`config.mk`:
```
export PLATFORM = sky130hd
export DESIGN_NAME = alu_mul_seq
export DESIGN_NICKNAME = d
export VERILOG_FILES = /design/src/rtl/alu_mul_seq.sv
export SDC_FILE = /design/constraint.sdc
export NUM_CORES = 1
export LEC_CHECK = 0
export BUFFER_PORTS_ARGS = -buffer_cell sky130_fd_sc_hd__buf_2
export CORE_MARGIN = 5
export CORE_UTILIZATION = 45
export DETAILED_ROUTE_END_ITERATION = 8
export PLACE_DENSITY = 0.84
export RECOVER_POWER = 100
export SYNTH_ARGS = -nofsm -noshare
export SYNTH_HDL_FRONTEND = slang
export SYNTH_SLANG_ARGS = --single-unit
```
`constraint.sdc`:
```
create_clock -name clk -period 1.85 [get_ports clk]
set_input_delay 0.185 -clock clk [delete_from_list [all_inputs] [get_ports clk]]
set_output_delay 0.185 -clock clk [all_outputs]
set_load 0.03 [all_outputs]
```
`src/rtl/alu_mul_seq.sv`:
```
// Issue sequencer for the shared execute-stage ALU: passes single-cycle ops through
// and runs MUL as an iterative shift-add on the ALU adder. Optional: MUL_EARLY_EXIT_EN.
module alu_mul_seq #(
  parameter int DATA_W    = 32,
  parameter int MUL_STEPS = 32,
  parameter int OP_W      = 4,
  parameter logic [OP_W-1:0] ALUOP_ADD = 'd1,
  parameter logic [OP_W-1:0] ALUOP_MUL = 'd5
) (
  input  logic              clk,
  input  logic              rst,
  input  logic              req_valid,
  input  logic [OP_W-1:0]   req_op,
  input  logic [DATA_W-1:0] req_src1,
  input  logic [DATA_W-1:0] req_src2,
  input  logic [DATA_W-1:0] req_imm,
  output logic              req_ready,
  output logic [OP_W-1:0]   alu_op,
  output logic [DATA_W-1:0] alu_src1,
  output logic [DATA_W-1:0] alu_src2,
  output logic [DATA_W-1:0] alu_imm,
  input  logic [DATA_W-1:0] alu_data,
  output logic              res_valid,
  output logic [DATA_W-1:0] res_data,
  output logic              stall
);

  typedef enum logic [1:0] {S_IDLE, S_MUL, S_DONE} state_t;

  localparam logic [5:0] LAST_STEP = 6'(MUL_STEPS - 1);

  state_t            state_q, state_d;
  logic [DATA_W-1:0] acc_q, acc_d;
  logic [DATA_W-1:0] mcand_q, mcand_d;
  logic [DATA_W-1:0] mplier_q, mplier_d;
  logic [5:0]        cnt_q, cnt_d;
  logic              last_step;

`ifdef MUL_EARLY_EXIT_EN
  // No set bits left in the multiplier means further steps would only add zero.
  assign last_step = ((mplier_q >> 1) == '0) || (cnt_q == LAST_STEP);
`else
  assign last_step = (cnt_q == LAST_STEP);
`endif

  always_ff @(posedge clk) begin
    if (!rst) begin
      state_q  <= S_IDLE;
      acc_q    <= '0;
      mcand_q  <= '0;
      mplier_q <= '0;
      cnt_q    <= '0;
    end else begin
      state_q  <= state_d;
      acc_q    <= acc_d;
      mcand_q  <= mcand_d;
      mplier_q <= mplier_d;
      cnt_q    <= cnt_d;
    end
  end

  always_comb begin
    state_d   = state_q;
    acc_d     = acc_q;
    mcand_d   = mcand_q;
    mplier_d  = mplier_q;
    cnt_d     = cnt_q;
    req_ready = 1'b0;
    stall     = 1'b0;
    alu_op    = '0;
    alu_src1  = '0;
    alu_src2  = '0;
    alu_imm   = '0;
    res_valid = 1'b0;
    res_data  = '0;

    case (state_q)
      S_IDLE: begin
        req_ready = 1'b1;
        alu_op    = req_op;
        alu_src1  = req_src1;
        alu_src2  = req_src2;
        alu_imm   = req_imm;
        if (req_valid) begin
          if (req_op == ALUOP_MUL) begin
            acc_d    = '0;
            mcand_d  = req_src1;
            mplier_d = req_src2;
            cnt_d    = '0;
`ifdef MUL_EARLY_EXIT_EN
            state_d  = (req_src2 == '0) ? S_DONE : S_MUL;
`else
            state_d  = S_MUL;
`endif
          end else begin
            res_valid = 1'b1;
            res_data  = alu_data;
          end
        end
      end

      S_MUL: begin
        // One shift-add step per cycle; the ALU adder accumulates the partial product.
        stall    = 1'b1;
        alu_op   = ALUOP_ADD;
        alu_src1 = acc_q;
        alu_src2 = mplier_q[0] ? mcand_q : '0;
        acc_d    = alu_data;
        mcand_d  = mcand_q << 1;
        mplier_d = mplier_q >> 1;
        cnt_d    = cnt_q + 6'd1;
        if (last_step) state_d = S_DONE;
      end

      S_DONE: begin
        res_valid = 1'b1;
        res_data  = acc_q;
        state_d   = S_IDLE;
      end

      default: state_d = S_IDLE;
    endcase

    // Reset forces quiet outputs and aborts any multiply without a result pulse.
    if (!rst) begin
      state_d   = S_IDLE;
      acc_d     = '0;
      mcand_d   = '0;
      mplier_d  = '0;
      cnt_d     = '0;
      req_ready = 1'b0;
      stall     = 1'b0;
      alu_op    = '0;
      alu_src1  = '0;
      alu_src2  = '0;
      alu_imm   = '0;
      res_valid = 1'b0;
      res_data  = '0;
    end
  end

endmodule

```
# Word level (Yosys, flattened, before mapping)

Cells that the tools add are included.

Flip-flop bits (word level): 104
Bits of input ports: 135
Output and inout port bits: 135
Logic and storage cells: 54

$add $sub $neg: 1
Equality and inequality tests: 7
Multiplexer cells: 37
Reductions and logical operators: 4

Operator list:

| operator              | count |
|---|---|
| $mux W32              | 14 |
| $pmux W32 S2          | 6 |
| $mux W6               | 2 |
| $pmux W6 S2           | 1 |
| $pmux W4 S2           | 1 |
| $mux W1               | 7 |
| $add A6 B1 Y6 const B | 1 |
| $eq A6 B5 Y1 const B  | 1 |
| $mux W2               | 3 |
| $ne A2 B2 Y1 const B  | 3 |
| $reduce_and A3 Y1     | 2 |
| $eq A4 B3 Y1 const B  | 1 |
| $mux W4               | 1 |
| $pmux W2 S2           | 1 |
| $eq A2 B1 Y1 const B  | 1 |
| $eq A2 B2 Y1 const B  | 1 |
| $logic_not A2 Y1      | 1 |
| $pmux W1 S2           | 1 |
| $reduce_bool A2 Y1    | 1 |

# Depth between registers and ports, before layout

Word-level depth: 5
Mapped depth: 7
Gate-level depth less buffers: 5

# Worst setup path after synthesis

OpenSTA, ideal clock, no wires.

Kind: register to output
Start: register state_q[1]
End: output res_data[10]
Arrival time: 1,524 ps
Data required time: 1,665 ps
Setup slack: 141 ps
Cell stages (with the launch flop): 7
Buffers on the path: 3
Cells stage by stage: dfxtp_1 > buf_4 > nor3b_2 > buf_4 > buf_2 > a32oi_1 > nor2_1

Longest elaborated chain between the ends: 3
Elaborated cells between the ends (all ways): 4
Classes of those cells: eq/ne: 1; mux: 2; reduce/logical: 1

Ends and longest elaborated chain:

| element                                          | line | RTL |
|---|---|---|
| start: declaration                               | 32   | `state_t state_q, state_d;` |
| start signal: assignment                         | 54   | `state_q <= state_d;` |
| $eq A2 B2 Y1 or $logic_not A2 Y1 (tied branches) | 77   | `case (state_q)` |
| $pmux W32 S2 (*)                                 | 77   |  |
| $mux W32 (*)                                     | 125  | `if (!rst) begin` |
| end: declaration                                 | 24   | `output logic [DATA_W-1:0] res_data,` |

Mark *: on every way between the ends. The rest lies on a longest branch, timed or not.

# Worst setup path after layout

Start: register state_q[1]
End: output alu_src1[29]

Longest elaborated chain between the ends: 3
Elaborated cells between the ends (all ways): 4
Classes of those cells: eq/ne: 1; mux: 2; reduce/logical: 1

Ends and longest elaborated chain:

| element                                          | line | RTL |
|---|---|---|
| $eq A2 B1 Y1 or $logic_not A2 Y1 (tied branches) | 77   |  |
| $pmux W32 S2 (*)                                 | 77   |  |
| $mux W32 (*)                                     | 125  |  |
| end: declaration                                 | 19   | `output logic [DATA_W-1:0] alu_src1,` |

Marks and branches as above.

==> results.tsv <==
stage	metric	value	unit
final_layout	fin cells	1048	
clock_network	CTS buffer count	9	
logic_synthesis	Netlist cell types	46	
placed_design	DP Cell Count	1001	
route	via count	6629	
die	die area	14950	um2
pwr	Switching Share	30.07	%
logic_synthesis	per-instance average area after synthesis	9.180	um2
logic_synthesis	number of synthesized flops with an enable pin	0	
route	final WL	24930	um
clock_network	worst-case clock buffer depth	2	
logic_synthesis	Gate Count Post-Synth	618	
outcome	status	finished, violations left	
worst_setup_path	Req. time, crit path	1660	ps
global_route	first-pass GRT wire length	33150	um
logic_synthesis	Post-Synthesis Cell Area	5673	um2
worst_setup_path	CP peak stage delay	340	ps
die	Die H	122.3	um
die	Std-Cell Rows	41	
worst_setup_path	CP startpoint kind	flop	
clock_network	CTS tree	done	
placed_design	dpl cell area	7122	um2
global_route	gr ovfl total	0	
logic_synthesis	Synth Flop Type	dfxtp_1	
route	Via density	6.325	
worst_setup_path	worst path arrival time	1770	ps
route	post-detailed-route count of antenna-violating nets	0	
die	Ports	270	
worst_setup_path	kind of critical path	flop to output pin	
die	Starting Density	45.51	%
final_layout	design area	8904	um2
die	Die Wd	122.3	um
final_layout	Filler Cells Inserted	899	
pwr	Lkg Pwr	0.003753	uW
sta	Final Max Tran Viols	0	
sta	Max Clock Freq	510.9	MHz
clock_network	clock root buffer	clkbuf_16	
clock_network	hold buffers post-CTS	0	
logic_synthesis	Mapped Nets	754	
pwr	power per cell area	654.8	nW/um2
global_route	GRT Overall Usage	28.00	%
final_layout	Area growth syn-to-layout	56.95	%
run	max-cap viol count	0	
sta	unrepaired setup endpoints after global routing	yes	
sta	Sum Neg Setup Slack	-8388	ps
logic_synthesis	#FFs+latches synth	104	
sta	Tcrit/Tclk final	105.8	%
logic_synthesis	top-count cell post-synth	dfxtp_1	
outcome	failing checks	negative setup slack	
logic_synthesis	post-synthesis sequential area ratio	36.70	%
global_route	vias in the first global route	5957	
placed_design	pre-CTS setup slack	167.5	ps
sta	Final Setup Violations	134	
worst_setup_path	CP most frequent cell	buf_6	
die	core area	12470	um2
logic_synthesis	commonest cells in the synthesized netlist	dfxtp_1 (104), nor2_1 (67), a22o_1 (65)	
pwr	Clock Power Share	32.2	%
pwr	Comb pwr share	27.9	%
route	DRC marker count from the first detailed-route iteration	658	
final_layout	final net count	1007	
clock_network	Skew-Pair Late Insertion Delay	350	ps
global_route	pin count of the biggest net entering global routing	61	
sta	Relative slew margins	55.93	%
final_layout	ratio of cells with drive above 1 in the final layout	51.43	%
logic_synthesis	FFs w/ async S/R, synth	0	%
final_layout	register area	2087	um2
worst_setup_path	CP max-delay cell	dfxtp_2	
logic_synthesis	yosys warns	0	
logic_synthesis	Yosys top cell by area	dfxtp_1	
sta	final worst slack	-107.5	ps
placed_design	half-perimeter wire length after placement	14140	um
placed_design	GP Congestion	0.8712	
pwr	Net Switching	1753	uW
placed_design	IO Port Bufs	269	
global_route	initial antenna violation count	1	
sta	Worst Max-Slew Pin Slew	661.1	ps
clock_network	CTS Sinks	104	
route	first drt pass iteration count	5	
route	WL per Instance	23.79	um
sta	Tmin final	1958	ps
pwr	VDD IR max	0.0004215	V
worst_setup_path	crit path max fanout	6	
logic_synthesis	ranking of synthesized cells by area	dfxtp_1 (37%), a22o_1 (10%), a32oi_1 (8.5%)	
worst_hold_path	min-delay worst type	input port to flop	
clock_network	Clock Pin Slew Worst Setup and Hold Paths	70	ps
sta	clock skew	7.678	ps
clock_network	htree depth	3	
sta	Hold Vio Cnt, Final	0	
pwr	Int Pwr	4077	uW
route	Residual DRC	0	
pwr	sequential share of power	40.0	%
worst_setup_path	worst-path cell chain	buf_6 -> nand2b_4 -> nor2_4 -> clkbuf_16 -> buf_16 -> a22o_1 -> buf_6	
logic_synthesis	Synth top area share	36.70	%
worst_setup_path	Worst Setup End Kind	output pin	
final_layout	area occupied by multi-input gates	3420	um2
flip-flops by register name, indices dropped and copies added (netlist names):
signal,count
mplier_q,32
mcand_q,32
cnt_q,6
state_q,2
acc_q,32
area by class of cell:
type | instances | area share, %
sequential | 104 | 23.44
timing repair buffer | 325 | 32.38
clock buffer | 12 | 2.656
inverter | 3 | 0.1827
multi-input combinational | 428 | 38.41
tap | 172 | 2.417
antenna | 1 | 0.02811
clock inverter | 3 | 0.4918
logic make-up (layout without fill, tap and decap cells):
family | after synthesis | in the layout | share of synthesized area, %
AO/OA/AOI/OAI | 288 | 288 | 42.21
adder cells (fa/ha/maj) | 1 | 1 | 0.2205
buffers and inverters | 86 | 343 | 8.226
flip-flops | 104 | 104 | 36.70
other | 0 | 1 | 0
AND/OR/NAND/NOR | 139 | 139 | 12.64
power groups by stage:
stage	clock network [uW]	logic (uW)	registers (uW)
floorplan	0	769	2360
global placement	0	1180	2380
detailed placement	0	1190	2380
CTS	1900	1410	2330
global route	1970	1690	2330
finish	1880	1620	2330
per-layer routing:
metal / vias up / global-route usage [%] / part of all wire, %
met4: 0 / 11.76 / 3.9
met3: 75 / 5.991 / 9.4
met1: 3185 / 38.90 / 39
met2: 436 / 42.15 / 47
li1: 2933 / - / -
met5: - / 0 / 0
placed cells by master, fill, tap and decap left out, types with 4 or more instances in the layout:
cell and count:
a21oi_1 29, a221o_1 8, a22o_1 65, a22oi_2 31, a32oi_1 54, and2_1 8, and2_4 35, buf_12 12
buf_2 136, buf_4 78, buf_6 74, clkbuf_16 24, dfxtp_1 102, nand2_1 4, nand2b_1 5, nand3_1 5
nor2_1 66, o211ai_1 23, o21a_1 33, o221a_2 30
through the flow:
| step | utilization, % | power, uW | hold slack (ps) |
|---|---|---|---|
| 2_1_floorplan | - | 3133 | 317.6 |
| 3_3_place_gp | 57.13 | 3555 | 416.3 |
| 3_5_place_dp | 57.13 | 3567 | 420.6 |
| 4_1_cts | 64.92 | 5632 | 57.62 |
| 5_1_grt | 71.42 | 5987 | 60.67 |
| 6_report | 71.42 | 5830 | 67.71 |
critical path: cells and delay by family (launching register included):
family | cells | cell delay (ps)
buffers and inverters | 4 | 590
and+or+nand+nor | 2 | 310
DFF | 1 | 340
AOI/OAI and AO/OA | 1 | 170
final timing paths:
| kind | endpoint | cells after the start | startpoint | slack (ps) |
|---|---|---|---|---|
| max | alu_src1[29] | 7 | state_q[1] | -110 |
| min | acc_q[22] | 2 | alu_data[22] | 70 |
| min reg2reg | mcand_q[31] | 1 | mcand_q[31] | 500 |
| max reg2reg | mcand_q[28] | 5 | state_q[1] | -70 |
timing repair:
action / CTS / global route
cloned: 6 / 16
endpoints found under the hold margin: 0 / 0
setup buffers: 4 / 7
gates resized for setup: 170 / 151
pin swaps: 11 / 88
setup endpoints to repair: 133 / 133
(Power assumes the default switching activity.)
